$ cat src/rtl/lsu_bus_if.sv
// -----------------------------------------------------------------------------
// lsu_bus_if : request/grant/response bus between the load/store unit and the
//              data RAM.
//
//   bus_req    master -> slave  request valid; address/controls stable while high
//   bus_we     master -> slave  1 = write
//   bus_sel    master -> slave  byte lanes
//   bus_addr   master -> slave  word-aligned address
//   bus_wdata  master -> slave  write data
//   bus_gnt    slave  -> master request accepted this cycle
//   bus_rvalid slave  -> master response valid (loads and stores)
//   bus_rdata  slave  -> master response data
//   bus_err    slave  -> master response error, qualified by bus_rvalid
//
// Handshake: a request transfers on the rising edge where bus_req and bus_gnt
// are both high; until then the master holds every bus_* output stable. Exactly
// one response (bus_rvalid high for one cycle) follows each accepted request,
// no earlier than the grant cycle itself. bus_rvalid is only meaningful after
// a grant; the master ignores it at any other time.
// -----------------------------------------------------------------------------
interface lsu_bus_if;
  logic        bus_req;
  logic        bus_we;
  logic [3:0]  bus_sel;
  logic [31:0] bus_addr;
  logic [31:0] bus_wdata;
  logic        bus_gnt;
  logic        bus_rvalid;
  logic [31:0] bus_rdata;
  logic        bus_err;

  modport master (
    output bus_req, bus_we, bus_sel, bus_addr, bus_wdata,
    input  bus_gnt, bus_rvalid, bus_rdata, bus_err
  );

  modport slave (
    input  bus_req, bus_we, bus_sel, bus_addr, bus_wdata,
    output bus_gnt, bus_rvalid, bus_rdata, bus_err
  );
endinterface

$ cat src/rtl/lsu.sv
// -----------------------------------------------------------------------------
// lsu : load/store unit sitting right after the execute stage.
//
// Takes one memory request from execute, runs it on the data RAM bus
// (request -> grant -> response), aligns/extends load data and drives the
// register write-back port. Non-memory results pass through with one register
// stage. stall_req holds the pipeline while a transaction is outstanding.
//
// Ports
//   clk, rst          clock; asynchronous active-low reset
//   ex_*              memory request and non-memory result from execute
//   bus               data RAM bus (lsu_bus_if.master)
//   wb_waddr/wdata/we register write-back, registered
//   stall_req         combinational pipeline hold
//   exc_misalign      one-cycle pulse, misaligned access
//   exc_bus_err       one-cycle pulse, bus error or timeout
//   exc_addr          faulting address, valid with either exception pulse
//   o_dbg_state       current FSM state (0 IDLE, 1 REQ, 2 WAIT, 3 DONE)
// -----------------------------------------------------------------------------
module lsu #(
  parameter int TIMEOUT = 16
) (
  input  logic             clk,
  input  logic             rst,
  input  logic             ex_req,
  input  logic             ex_we,
  input  logic [2:0]       ex_funct3,
  input  logic [31:0]      ex_addr,
  input  logic [3:0]       ex_sel,
  input  logic [31:0]      ex_wdata,
  input  logic [4:0]       ex_waddr,
  input  logic             ex_reg_we,
  input  logic [31:0]      ex_result,
  lsu_bus_if.master        bus,
  output logic [4:0]       wb_waddr,
  output logic [31:0]      wb_wdata,
  output logic             wb_we,
  output logic             stall_req,
  output logic             exc_misalign,
  output logic             exc_bus_err,
  output logic [31:0]      exc_addr,
  output logic [1:0]       o_dbg_state
);

  typedef enum logic [1:0] {
    S_IDLE = 2'd0,
    S_REQ  = 2'd1,
    S_WAIT = 2'd2,
    S_DONE = 2'd3
  } state_t;

  // Last counter value still inside the allowed window; counter starts at 0
  // on entry to REQ, so TIMEOUT cycles elapse when it sits at TIMEOUT-1.
  localparam logic [7:0] TMO_LAST = 8'(TIMEOUT - 1);

  state_t      r_state;
  state_t      w_state_nxt;
  logic [7:0]  r_cnt;
  logic [7:0]  w_cnt_nxt;

  // Captured request
  logic [31:0] r_addr;
  logic [2:0]  r_funct3;
  logic        r_we;
  logic [3:0]  r_sel;
  logic [31:0] r_wdata;
  logic [4:0]  r_waddr;
  logic        r_reg_we;
  logic        w_capture;

  // Next values of the registered outputs
  logic [4:0]  w_wb_waddr_nxt;
  logic [31:0] w_wb_wdata_nxt;
  logic        w_wb_we_nxt;
  logic        w_exc_mis_nxt;
  logic        w_exc_bus_nxt;
  logic [31:0] w_exc_addr_nxt;

  logic        w_misalign;
  logic        w_in_req;
  logic        w_busy;
  logic        w_resp;
  logic        w_tmo;
  logic [7:0]  w_byte;
  logic [15:0] w_half;
  logic [31:0] w_ld_data;
  logic        w_ld_ok;

  // Halfword: funct3[1:0]=01 (LH/LHU/SH). Word: funct3=010 (LW/SW).
  assign w_misalign = ((ex_funct3[1:0] == 2'b01) && ex_addr[0]) ||
                      ((ex_funct3 == 3'b010) && (ex_addr[1:0] != 2'b00));

  assign w_in_req = (r_state == S_REQ);
  assign w_busy   = (r_state == S_REQ) || (r_state == S_WAIT);

  // A response counts in REQ only when the grant lands in the same cycle;
  // an rvalid without a prior grant is not ours.
  assign w_resp = (w_in_req && bus.bus_gnt && bus.bus_rvalid) ||
                  ((r_state == S_WAIT) && bus.bus_rvalid);
  assign w_tmo  = w_busy && (r_cnt == TMO_LAST);

  // Bus outputs are only driven while requesting so they read 0 otherwise.
  assign bus.bus_req   = w_in_req;
  assign bus.bus_we    = w_in_req & r_we;
  assign bus.bus_sel   = w_in_req ? r_sel : 4'b0000;
  assign bus.bus_addr  = w_in_req ? {r_addr[31:2], 2'b00} : 32'h0;
  assign bus.bus_wdata = w_in_req ? r_wdata : 32'h0;

  assign stall_req   = w_busy || ((r_state == S_IDLE) && ex_req);
  assign o_dbg_state = r_state;

  // Load data alignment and extension
  always_comb begin
    w_byte = bus.bus_rdata[7:0];
    case (r_addr[1:0])
      2'd0:    w_byte = bus.bus_rdata[7:0];
      2'd1:    w_byte = bus.bus_rdata[15:8];
      2'd2:    w_byte = bus.bus_rdata[23:16];
      default: w_byte = bus.bus_rdata[31:24];
    endcase
    w_half = r_addr[1] ? bus.bus_rdata[31:16] : bus.bus_rdata[15:0];

    w_ld_ok   = 1'b1;
    w_ld_data = 32'h0;
    case (r_funct3)
      3'b000:  w_ld_data = {{24{w_byte[7]}}, w_byte};
      3'b001:  w_ld_data = {{16{w_half[15]}}, w_half};
      3'b010:  w_ld_data = bus.bus_rdata;
      3'b100:  w_ld_data = {24'h0, w_byte};
      3'b101:  w_ld_data = {16'h0, w_half};
      default: w_ld_ok   = 1'b0;
    endcase
  end

  // Next state and registered-output values
  always_comb begin
    w_state_nxt    = r_state;
    w_cnt_nxt      = r_cnt;
    w_capture      = 1'b0;
    w_wb_waddr_nxt = wb_waddr;
    w_wb_wdata_nxt = wb_wdata;
    w_wb_we_nxt    = 1'b0;
    w_exc_mis_nxt  = 1'b0;
    w_exc_bus_nxt  = 1'b0;
    w_exc_addr_nxt = exc_addr;

    case (r_state)
      S_IDLE: begin
        if (!ex_req) begin
          w_wb_waddr_nxt = ex_waddr;
          w_wb_wdata_nxt = ex_result;
          w_wb_we_nxt    = ex_reg_we;
        end else begin
          w_capture = 1'b1;
          if (w_misalign) begin
            w_state_nxt    = S_DONE;
            w_exc_mis_nxt  = 1'b1;
            w_exc_addr_nxt = ex_addr;
          end else begin
            w_state_nxt = S_REQ;
            w_cnt_nxt   = 8'd0;
          end
        end
      end

      S_REQ, S_WAIT: begin
        w_cnt_nxt = r_cnt + 8'd1;
        // Response is checked before the timeout so a last-cycle rvalid wins.
        if (w_resp) begin
          w_state_nxt    = S_DONE;
          w_wb_waddr_nxt = r_waddr;
          w_wb_wdata_nxt = 32'h0;
          if (bus.bus_err) begin
            w_exc_bus_nxt  = 1'b1;
            w_exc_addr_nxt = r_addr;
          end else if (!r_we) begin
            w_wb_wdata_nxt = w_ld_data;
            w_wb_we_nxt    = r_reg_we && (r_waddr != 5'd0) && w_ld_ok;
          end
        end else if (w_tmo) begin
          w_state_nxt    = S_DONE;
          w_exc_bus_nxt  = 1'b1;
          w_exc_addr_nxt = r_addr;
        end else if (w_in_req && bus.bus_gnt) begin
          w_state_nxt = S_WAIT;
        end
      end

      default: begin
        // DONE: write-back shown this cycle; ex_req is not looked at here
        // because execute is only now advancing past the memory op.
        w_state_nxt = S_IDLE;
      end
    endcase
  end

  always_ff @(posedge clk or negedge rst) begin
    if (!rst) begin
      r_state <= S_IDLE;
      r_cnt   <= 8'd0;
    end else begin
      r_state <= w_state_nxt;
      r_cnt   <= w_cnt_nxt;
    end
  end

  always_ff @(posedge clk or negedge rst) begin
    if (!rst) begin
      r_addr   <= 32'h0;
      r_funct3 <= 3'b000;
      r_we     <= 1'b0;
      r_sel    <= 4'b0000;
      r_wdata  <= 32'h0;
      r_waddr  <= 5'd0;
      r_reg_we <= 1'b0;
    end else if (w_capture) begin
      r_addr   <= ex_addr;
      r_funct3 <= ex_funct3;
      r_we     <= ex_we;
      r_sel    <= ex_sel;
      r_wdata  <= ex_wdata;
      r_waddr  <= ex_waddr;
      r_reg_we <= ex_reg_we;
    end
  end

  always_ff @(posedge clk or negedge rst) begin
    if (!rst) begin
      wb_waddr     <= 5'd0;
      wb_wdata     <= 32'h0;
      wb_we        <= 1'b0;
      exc_misalign <= 1'b0;
      exc_bus_err  <= 1'b0;
      exc_addr     <= 32'h0;
    end else begin
      wb_waddr     <= w_wb_waddr_nxt;
      wb_wdata     <= w_wb_wdata_nxt;
      wb_we        <= w_wb_we_nxt;
      exc_misalign <= w_exc_mis_nxt;
      exc_bus_err  <= w_exc_bus_nxt;
      exc_addr     <= w_exc_addr_nxt;
    end
  end

endmodule

$ cat src/flat_wrapper.sv
// flat-port wrapper written by rule: the top's interface ports become plain ports
module lsu_flat 
#(
  parameter int TIMEOUT = 16
)
  (clk, rst, ex_req, ex_we, ex_funct3, ex_addr, ex_sel, ex_wdata, ex_waddr, ex_reg_we, ex_result, wb_waddr, wb_wdata, wb_we, stall_req, exc_misalign, exc_bus_err, exc_addr, o_dbg_state, bus_bus_req, bus_bus_we, bus_bus_sel, bus_bus_addr, bus_bus_wdata, bus_bus_gnt, bus_bus_rvalid, bus_bus_rdata, bus_bus_err);
  lsu_bus_if bus_i ();
  input  logic clk;
  input  logic rst;
  input  logic ex_req;
  input  logic ex_we;
  input  logic [2:0] ex_funct3;
  input  logic [31:0] ex_addr;
  input  logic [3:0] ex_sel;
  input  logic [31:0] ex_wdata;
  input  logic [4:0] ex_waddr;
  input  logic ex_reg_we;
  input  logic [31:0] ex_result;
  output logic [4:0] wb_waddr;
  output logic [31:0] wb_wdata;
  output logic wb_we;
  output logic stall_req;
  output logic exc_misalign;
  output logic exc_bus_err;
  output logic [31:0] exc_addr;
  output logic [1:0] o_dbg_state;
  output wire logic [$bits(bus_i.bus_req)-1:0] bus_bus_req;
  output wire logic [$bits(bus_i.bus_we)-1:0] bus_bus_we;
  output wire logic [$bits(bus_i.bus_sel)-1:0] bus_bus_sel;
  output wire logic [$bits(bus_i.bus_addr)-1:0] bus_bus_addr;
  output wire logic [$bits(bus_i.bus_wdata)-1:0] bus_bus_wdata;
  input wire logic [$bits(bus_i.bus_gnt)-1:0] bus_bus_gnt;
  input wire logic [$bits(bus_i.bus_rvalid)-1:0] bus_bus_rvalid;
  input wire logic [$bits(bus_i.bus_rdata)-1:0] bus_bus_rdata;
  input wire logic [$bits(bus_i.bus_err)-1:0] bus_bus_err;
  assign bus_bus_req = bus_i.bus_req;
  assign bus_bus_we = bus_i.bus_we;
  assign bus_bus_sel = bus_i.bus_sel;
  assign bus_bus_addr = bus_i.bus_addr;
  assign bus_bus_wdata = bus_i.bus_wdata;
  assign bus_i.bus_gnt = bus_bus_gnt;
  assign bus_i.bus_rvalid = bus_bus_rvalid;
  assign bus_i.bus_rdata = bus_bus_rdata;
  assign bus_i.bus_err = bus_bus_err;
  lsu #(.TIMEOUT(TIMEOUT)) u_core (.clk(clk), .rst(rst), .ex_req(ex_req), .ex_we(ex_we), .ex_funct3(ex_funct3), .ex_addr(ex_addr), .ex_sel(ex_sel), .ex_wdata(ex_wdata), .ex_waddr(ex_waddr), .ex_reg_we(ex_reg_we), .ex_result(ex_result), .bus(bus_i), .wb_waddr(wb_waddr), .wb_wdata(wb_wdata), .wb_we(wb_we), .stall_req(stall_req), .exc_misalign(exc_misalign), .exc_bus_err(exc_bus_err), .exc_addr(exc_addr), .o_dbg_state(o_dbg_state));
endmodule
$ cat config.mk
export PLATFORM = sky130hd
export DESIGN_NAME = lsu_flat
export DESIGN_NICKNAME = d
export VERILOG_FILES = /design/src/rtl/lsu_bus_if.sv /design/src/rtl/lsu.sv /design/src/flat_wrapper.sv
export SDC_FILE = /design/constraint.sdc
export NUM_CORES = 1
export LEC_CHECK = 0
export ABC_CLOCK_PERIOD_IN_PS = 3200
export CORE_ASPECT_RATIO = 1.75
export CORE_MARGIN = 2
export CORE_UTILIZATION = 46
export CTS_CLUSTER_DIAMETER = 80
export CTS_CLUSTER_SIZE = 25
export DETAILED_ROUTE_END_ITERATION = 8
export PLACE_DENSITY = 0.83
export SYNTH_ARGS = -nofsm -noshare
export SYNTH_HDL_FRONTEND = slang
export SYNTH_SLANG_ARGS = --single-unit
$ cat constraint.sdc
create_clock -name clk -period 3.2 [get_ports clk]
set_clock_uncertainty 0.1 [all_clocks]
set_input_delay 0.64 -clock clk [delete_from_list [all_inputs] [get_ports clk]]
set_output_delay 0.64 -clock clk [all_outputs]
set_load 0.02 [all_outputs]
==> results of run 1 <==
-- cells by family after synthesis --
kind of cell               after synthesis
AOI/OAI and AO/OA                      139
adders and majority gates                5
buffers and inverters                   56
DFF                                    160
muxes                                  174
other                                    1
and+or+nand+nor                        149
-- flip-flops by register name (all words and copies together), names as in the netlist, 2 cells and up --
register            flops
u_core.r_addr          32
u_core.r_cnt            8
u_core.r_funct3         3
u_core.wb_waddr         5
u_core.exc_addr        32
u_core.o_dbg_state      2
u_core.r_wdata         32
u_core.r_sel            4
u_core.r_waddr          5
u_core.wb_wdata        32
-- worst paths after layout --
check / slack, ps / endpoint / from / depth (start not counted)
max: 210 / bus_bus_addr[3] / u_core.o_dbg_state[1] / 5
min: 110 / u_core.wb_wdata[15] / rst / 1
max reg2reg: 470 / u_core.wb_wdata[4] / u_core.o_dbg_state[1] / 7
min reg2reg: 390 / u_core.exc_addr[26] / u_core.exc_addr[26] / 1
max in group asynchronous: 1980 / u_core.exc_addr[13] / rst / 2
min in group clk: 390 / u_core.exc_addr[26] / u_core.exc_addr[26] / 1
-- cell usage in the layout (no fill, tap or decap), types with 5 or more instances in the layout --
cell and n:
mux2_2 147, a221oi_1 9, and2_1 68, mux2i_1 14, buf_4 19, o221ai_1 16
clkdlybuf4s50_1 289, o21ai_0 23, a21oi_1 29, a211oi_1 7, o21a_1 17, dfrtp_1 160
clkbuf_16 17, nand2_1 21, mux4_2 8, o21ai_1 5, mux2_1 5, nor2_1 32
a22oi_1 16
-- worst max-delay path: stages, from the launching register on --
cell             delay (ps)
dfrtp_1                 430
inv_1                   170
ha_4                    200
buf_12                  180
and2_1                  160
clkdlybuf4s50_1         660
-- what timing repair did --
action,4_1_cts,5_1_grt
setup endpoints to repair,44,6
resized for setup,1,0
buffers inserted,0,2
hold endpoints to repair,0,0
-- per-stage QoR --
step / power, mW / std cells / cell area, µm²
global placement: 11.4 / 1176 / 11300
floorplan: 8.65 / 685 / 8160
CTS: 13.8 / 1207 / 12000
detailed placement: 11.7 / 1176 / 11300
global route: 14.6 / 1209 / 12000
finish: 13.7 / 1209 / 12000
-- per-layer routing --
metal  track usage  part of all wire  vias to the layer above
met2         0.481              0.53                      288
met4         0.115             0.041                        0
met1         0.290              0.36                     3284
met3        0.0720             0.073                       45
li1              -                 -                     3055
met5             0                 0                        -
-- where the power goes --
part | switching (mW) | total [mW] | internal, mW
combinational | 3.89 | 7.90 | 4.01
sequential | 0.649 | 3.72 | 3.07
clock | 0.865 | 2.12 | 1.25
-- layout make-up --
| type | instances | area [µm²] | share of cell area |
|---|---|---|---|
| clock buffer | 20 | 447 | 0.0373 |
| timing repair buffer | 313 | 3130 | 0.261 |
| inverter | 5 | 18.8 | 0.00157 |
| multi-input combinational | 469 | 3930 | 0.328 |
| clock inverter | 11 | 155 | 0.0130 |
| sequential | 160 | 4000 | 0.334 |
| tap | 231 | 289 | 0.0241 |
==> results_dict.tcl, run 1 <==
set metrics [dict create \
    outcome "complete, no violations" \
    report.final.hold_viol_count 0 \
    synth-edff-count 0 \
    area_delta_synth_final_pct 46.7 \
    synth.top_cells.by_count "160 x dfrtp_1, 147 x mux2_2, 68 x and2_1, 35 x clkbuf_1, 32 x nor2_1" \
    vdd_ir_drop_max_mv 0.803 \
    fin_crit_sh 0.935 \
    port-buffer-count 290 \
    timing.critical_path.required_ps 2460 \
    detail_route.drc_violations 0 \
    die_h_um 180 \
    antenna_found_initial 0 \
    pre_cts_slack_ps 101 \
    final_net_count 1119 \
    worst_setup_path_start_kind "register" \
    top_cell_type_by_total_area_after_synthesis "dfrtp_1" \
    tritoncts "built" \
    route.detailed.wl_per_inst_um 20.7 \
    worst_hold_slack_ps 115 \
    std_cell_rows 64 \
    min_path_type "primary input to async pin" \
    finalCoreUtilization 0.686 \
    place.detailed.hpwl_mm 18.1 \
    ctsHtreeMaxLevel 4 \
    drive_above_1_share 0.226 \
    dominantRegCellSynth "dfrtp_1" \
    max_freq_mhz 334 \
    cts_inserted_buffers 17 \
    nFillCells 1378 \
    compound_cell_area_share_of_the_yosys_netlist 0.120 \
    numClockSinks 160 \
    synth_xor_area_frac 0 \
    yosys_warnings 0 \
    avgSynthCellArea_um2 11.9 \
    critical_path.max_fanout 40 \
    powerDensity_nw_per_um2 1150 \
    first_global_vias 6931 \
    slew_at_the_pin_closest_to_its_max_slew_limit_ps 1010 \
    core_area_um2 17500 \
    drt-pass1-iter-count 5 \
    final_max_slew_viol_count 0 \
    routed_wirelength_mm 25.0 \
    die_w_um 105 \
    floorplan.initialDensity 0.467 \
    io-pin-count 293 \
    rsz0062_at_grt "false" \
    drt.antenna.violating_nets 0 \
    post_synth_mux_area_share 0.249 \
    global_route_wire_length_before_repair_mm 39.1 \
    max_slew_margin 0.321 \
    dominant_combinational_cell_family_by_area_after_synthesis "multiplexers" \
    synthSimpleGateAreaFrac 0.0994 \
    ys_ff_latch 160 \
    finalSetupViolations 0 \
    final_critical_path_setup_slack_ps 209 \
    clkTransAtPathRegs_ps 70 \
    clock_insertion_delay_worst_skew_ps 430 \
    leakagePower_nw 4.84 \
    cap_violations 0 \
    worstSetupEndpointType "output port" \
    grt_max_degree 75 \
    detailedRoute.firstIterationViolations 287 \
    synth_adder_area_share 0.00767 \
    routed_via_density 5.52 \
    yosys.cell_types.count 51 \
    arrival_time_reported_for_the_critical_path_endpoint_ps 2250 \
    clock_tree.root_cell "clkbuf_16" \
    postSynth.asyncResetShare 1.00 \
    syn-instance-count 684 \
    vias 6672 \
    synth.most_common_cell "dfrtp_1" \
    post-route-min-period_ps 2990 \
    cts_buffer_depth 2 \
    proportion_of_synthesized_chip_area_in_sequential_cells 0.491 \
    design.die.area_um2 18900 \
    setup.worst_path.class "register to output port" \
    gp_congestion 0.902 \
    grt-ovfl-total 0 \
    hold_buffers 0 \
    syn_area_um2 8160 \
    yosysTopAreaCellShare 0.491 \
    num_antenna_cells 0 \
    grt.total_usage 0.266 \
    fin_tns_setup_ps 0 \
    netlist_top_cells_area "dfrtp_1 49%, mux2_2 20%, and2_1 5.2%" \
]
Power figures use the tool's default switching activity.
==> run 2: changes to the inputs <==
--- a/config.mk
+++ b/config.mk
@@ -13,6 +13,7 @@
 export CTS_CLUSTER_SIZE = 25
 export DETAILED_ROUTE_END_ITERATION = 8
 export PLACE_DENSITY = 0.83
+export RECOVER_POWER = 100
 export SYNTH_ARGS = -nofsm -noshare
 export SYNTH_HDL_FRONTEND = slang
 export SYNTH_SLANG_ARGS = --single-unit
==> results_dict.tcl, run 2 (synthesis results as in run 1) <==
set metrics [dict create \
    vias 6663 \
    tritoncts "built" \
    first_global_vias 6931 \
    design.die.area_um2 18900 \
    area_delta_synth_final_pct 45.6 \
    r2r-start "u_core.o_dbg_state[0]" \
    grt.total_usage 0.266 \
    crit_path_start "ex_req" \
    hold_buffers 0 \
    arrival_time_reported_for_the_critical_path_endpoint_ps 2280 \
    setup.worst_path.class "primary input to output port" \
    worstSetupEndpointType "output port" \
    final_net_count 1119 \
    layout_common_cells "160 x dfrtp_1, 146 x mux2_2, 145 x dlygate4sd3_1" \
    detailedRoute.firstIterationViolations 292 \
    min_path_type "register to register" \
    routed_via_density 5.51 \
    powerDensity_nw_per_um2 1120 \
    grt_max_degree 75 \
    rr_endpoint "u_core.exc_addr[29]" \
    timing.critical_path.to "stall_req" \
    floorplan.initialDensity 0.467 \
    cap_violations 1 \
    route.detailed.wl_per_inst_um 20.6 \
    grt-ovfl-total 0 \
    drt.antenna.violating_nets 0 \
    gp_congestion 0.902 \
    nFillCells 1392 \
    clock_tree.root_cell "clkbuf_16" \
    max_freq_mhz 331 \
    outcome "finished with violations" \
    cts_inserted_buffers 17 \
    std_cell_rows 64 \
    ctsHtreeMaxLevel 4 \
    report.final.hold_viol_count 0 \
    drt-pass1-iter-count 4 \
    layout_commonest_cell "dfrtp_1" \
    port-buffer-count 290 \
    post-route-min-period_ps 3020 \
    drive_above_1_share 0.216 \
    numClockSinks 160 \
    clkTransAtPathRegs_ps 60 \
    violated_checks "capacitance limit, slew limit" \
    io-pin-count 293 \
    fin_tns_setup_ps 0 \
    antenna_found_initial 0 \
    finalCoreUtilization 0.680 \
    cts_buffer_depth 2 \
    die_w_um 105 \
    placed_cells 1176 \
    vdd_ir_drop_max_mv 0.700 \
    slew_at_the_pin_closest_to_its_max_slew_limit_ps 1800 \
    fin_crit_sh 0.944 \
    detail_route.drc_violations 0 \
    leakagePower_nw 5.04 \
    finish.cell_count_without_fillers 1209 \
    max_slew_margin -0.197 \
    global_route_wire_length_before_repair_mm 39.1 \
    ff2ff_setup_slack_ps 280 \
    critical_path.max_fanout 12 \
    num_antenna_cells 0 \
    die_h_um 180 \
    finalSetupViolations 0 \
    timing.reg2reg.worst_path_depth 6 \
    place.detailed.hpwl_mm 18.1 \
    core_area_um2 17500 \
    worstHoldPathCells 1 \
    rsz0062_at_grt "false" \
    timing.critical_path.required_ps 2460 \
    clock_insertion_delay_worst_skew_ps 430 \
    worst_setup_path_start_kind "primary input" \
    routed_wirelength_mm 24.9 \
    final_max_slew_viol_count 67 \
]
## run 2: worst min-delay path by stage
stage                     endpoint  slack, ps                start
4_1_cts         u_core.r_wdata[21]        130                  rst
3_5_place_dp    u_core.exc_addr[8]        380   u_core.exc_addr[8]
3_3_place_gp    u_core.wb_waddr[4]        370   u_core.wb_waddr[4]
6_report       u_core.exc_addr[26]        380  u_core.exc_addr[26]
2_1_floorplan   u_core.exc_addr[0]        240                  rst
5_1_grt        u_core.exc_addr[26]        390  u_core.exc_addr[26]
## run 2: where the power goes
group	internal, mW	leakage, nW	switching (mW)
clock	1.25	0.280	0.862
sequential	3.07	1.90	0.629
combinational	3.64	2.86	3.84
total	7.96	5.04	5.33
## run 2: per-layer routing
layer,part of all wire,vias up,GRT usage
li1,-,3052,-
met1,0.36,3302,0.290
met2,0.54,264,0.481
met3,0.069,45,0.0720
met4,0.038,0,0.115
met5,0,-,0
## run 2: critical path, stage by stage
cell and delay [ps]:
dlygate4sd3_1 660, nand2_4 140, nand2_1 120, dlygate4sd3_1 710
## run 2: final cells by class
type | instances | area [µm²] | share of cell area
Clock buffer | 20 | 447 | 0.0376
Clock inverter | 11 | 155 | 0.0131
Inverter | 5 | 18.8 | 0.00158
Multi-Input combinational cell | 469 | 3890 | 0.328
Sequential cell | 160 | 4000 | 0.337
Tap cell | 231 | 289 | 0.0243
Timing Repair Buffer | 313 | 3070 | 0.258
## run 2: per-stage QoR
stage               instance area (µm²)  hold slack [ps]  total power, mW  setup WS (ps)
detailed placement                11300              376             11.7            101
global placement                  11300              366             11.4            213
finish                            11900              382             13.3            179
global route                      11900              391             14.1           91.2
floorplan                          8160              244             8.65            630
CTS                               12000              133             13.8           59.2
## run 2: repair_timing
action,4_1_cts,5_1_grt
resized for setup,1,0
gates cloned,0,0
endpoints found under the setup margin,44,6
buffers inserted,0,2
==> run 3: changes to the inputs <==
--- a/config.mk
+++ b/config.mk
@@ -7,7 +7,7 @@
 export LEC_CHECK = 0
 export ABC_CLOCK_PERIOD_IN_PS = 3200
 export CORE_ASPECT_RATIO = 1.75
-export CORE_MARGIN = 2
+export CORE_MARGIN = 3
 export CORE_UTILIZATION = 46
 export CTS_CLUSTER_DIAMETER = 80
 export CTS_CLUSTER_SIZE = 25
==> results_dict.tcl, run 3 (synthesis results as in run 1) <==
set metrics [dict create \
    route.detailed.wl_per_inst_um 20.6 \
    drt-pass1-iter-count 4 \
    layout_common_cells "160 x dfrtp_1, 151 x clkdlybuf4s50_1, 147 x mux2_2" \
    post_cts_resize_count 0 \
    die_w_um 107 \
    worstSetupEndpointType "output port" \
    place.detailed.hpwl_mm 18.1 \
    antenna_found_initial 0 \
    gp_congestion 0.956 \
    clock_insertion_delay_worst_skew_ps 420 \
    drive_above_1_share 0.218 \
    leakagePower_nw 5.02 \
    vdd_ir_drop_max_mv 0.680 \
    design.die.area_um2 19400 \
    final_max_slew_viol_count 63 \
    timing.critical_path.required_ps 2460 \
    seqPwrFrac 0.281 \
    grt-ovfl-total 0 \
    routed_via_density 5.52 \
    post-route-min-period_ps 3090 \
    total_switching_power_mw 5.30 \
    pre_cts_slack_ps 284 \
    first_global_vias 7062 \
    global_route_wire_length_before_repair_mm 39.2 \
    powerDensity_nw_per_um2 1120 \
    hold_buffers 0 \
    clkPwrFrac 0.155 \
    std_cell_rows 63 \
    min_path_type "register to register" \
    grt_max_degree 71 \
    finish.cell_count_without_fillers 1201 \
    max_slew_margin -0.120 \
    drt.antenna.violating_nets 0 \
    final_net_count 1114 \
    numClockSinks 160 \
    tritoncts "built" \
    top_layer_used "met4" \
    cts_buffer_depth 2 \
    die_h_um 182 \
    finalCoreUtilization 0.689 \
    critical_path.max_fanout 68 \
    swShare 0.401 \
    port-buffer-count 290 \
    p_int_mw 7.91 \
    detailedRoute.firstIterationViolations 256 \
    cap_violations 1 \
    final_critical_path_setup_slack_ps 115 \
    rsz0062_at_grt "false" \
    worstHoldPathCells 1 \
    core_area_um2 17200 \
    wl_on_met1_mm 8.83 \
    detailroute.wirelength.met3_mm 1.74 \
    vias 6627 \
    floorplan.initialDensity 0.475 \
    clkTransAtPathRegs_ps 70 \
    cts_setup_buffers 0 \
    detailed_place.area_um2 11300 \
    worst_setup_path_start_kind "register" \
    timing.reg2reg.worst_path_depth 6 \
    report.final.hold_viol_count 0 \
    cts_inserted_buffers 17 \
    final_area_um2 11800 \
    arrival_time_reported_for_the_critical_path_endpoint_ps 2350 \
    fin_tns_setup_ps 0 \
    fin_crit_sh 0.964 \
    finalSetupViolations 0 \
    detail_route.drc_violations 0 \
    io-pin-count 293 \
    multiInputGateArea_um2 3880 \
    max_freq_mhz 324 \
    area_delta_synth_final_pct 45.1 \
    finalPower_mw 13.2 \
    clock_tree.root_cell "clkbuf_16" \
    num_antenna_cells 0 \
    worst_hold_slack_ps 379 \
    ctsHtreeMaxLevel 4 \
    outcome "finished with violations" \
    grt.total_usage 0.259 \
    detailroute.wirelength.met2_mm 13.1 \
    routed_wirelength_mm 24.7 \
    register_cell_area_after_layout_um2 4000 \
    violated_checks "capacitance limit, slew limit" \
    power_frac_comb 0.564 \
    slew_at_the_pin_closest_to_its_max_slew_limit_ps 1680 \
    setup.worst_path.class "register to output port" \
    nFillCells 1307 \
    placed_cells 1169 \
    layout_commonest_cell "dfrtp_1" \
]
run 3: critical path: stages, from the launching register on:
cell           delay, ps
dfrtp_1              420
inv_1                100
ha_2                 230
buf_12               240
and2_1               190
dlygate4sd3_1        700
run 3: power by group through the flow:
stage	logic [mW]	clock network [mW]	registers [mW]
global route	8.03	2.19	3.85
global placement	7.75	0	3.71
detailed placement	7.89	0	3.76
floorplan	4.54	0	4.10
CTS	7.92	2.09	3.74
finish	7.45	2.05	3.72
run 3: cell type report:
| type | count | area share |
|---|---|---|
| well taps | 227 | 0.0240 |
| repair buffers | 308 | 0.259 |
| flip-flops and latches | 160 | 0.338 |
| multi-input cells | 469 | 0.328 |
| inverters | 5 | 0.00158 |
| clock buffers | 20 | 0.0386 |
| clock inverters | 12 | 0.0114 |
run 3: path summary, 6_finish.rpt:
check                                      startpoint  slack (ps)                   to
max in group asynchronous                         rst         500  u_core.exc_addr[12]
worst min-delay path              u_core.exc_addr[16]         380  u_core.exc_addr[16]
worst min register to register    u_core.exc_addr[16]         380  u_core.exc_addr[16]
min in group asynchronous                         rst         550   u_core.r_wdata[30]
worst max-delay path            u_core.o_dbg_state[1]         110    bus_bus_wdata[15]
worst max register to register  u_core.o_dbg_state[0]         310  u_core.exc_addr[11]
run 3: layer usage:
metal	vias to the layer above	GRT usage
met4	0	0.131
li1	3046	-
met3	54	0.0715
met1	3256	0.283
met2	271	0.455
met5	-	0
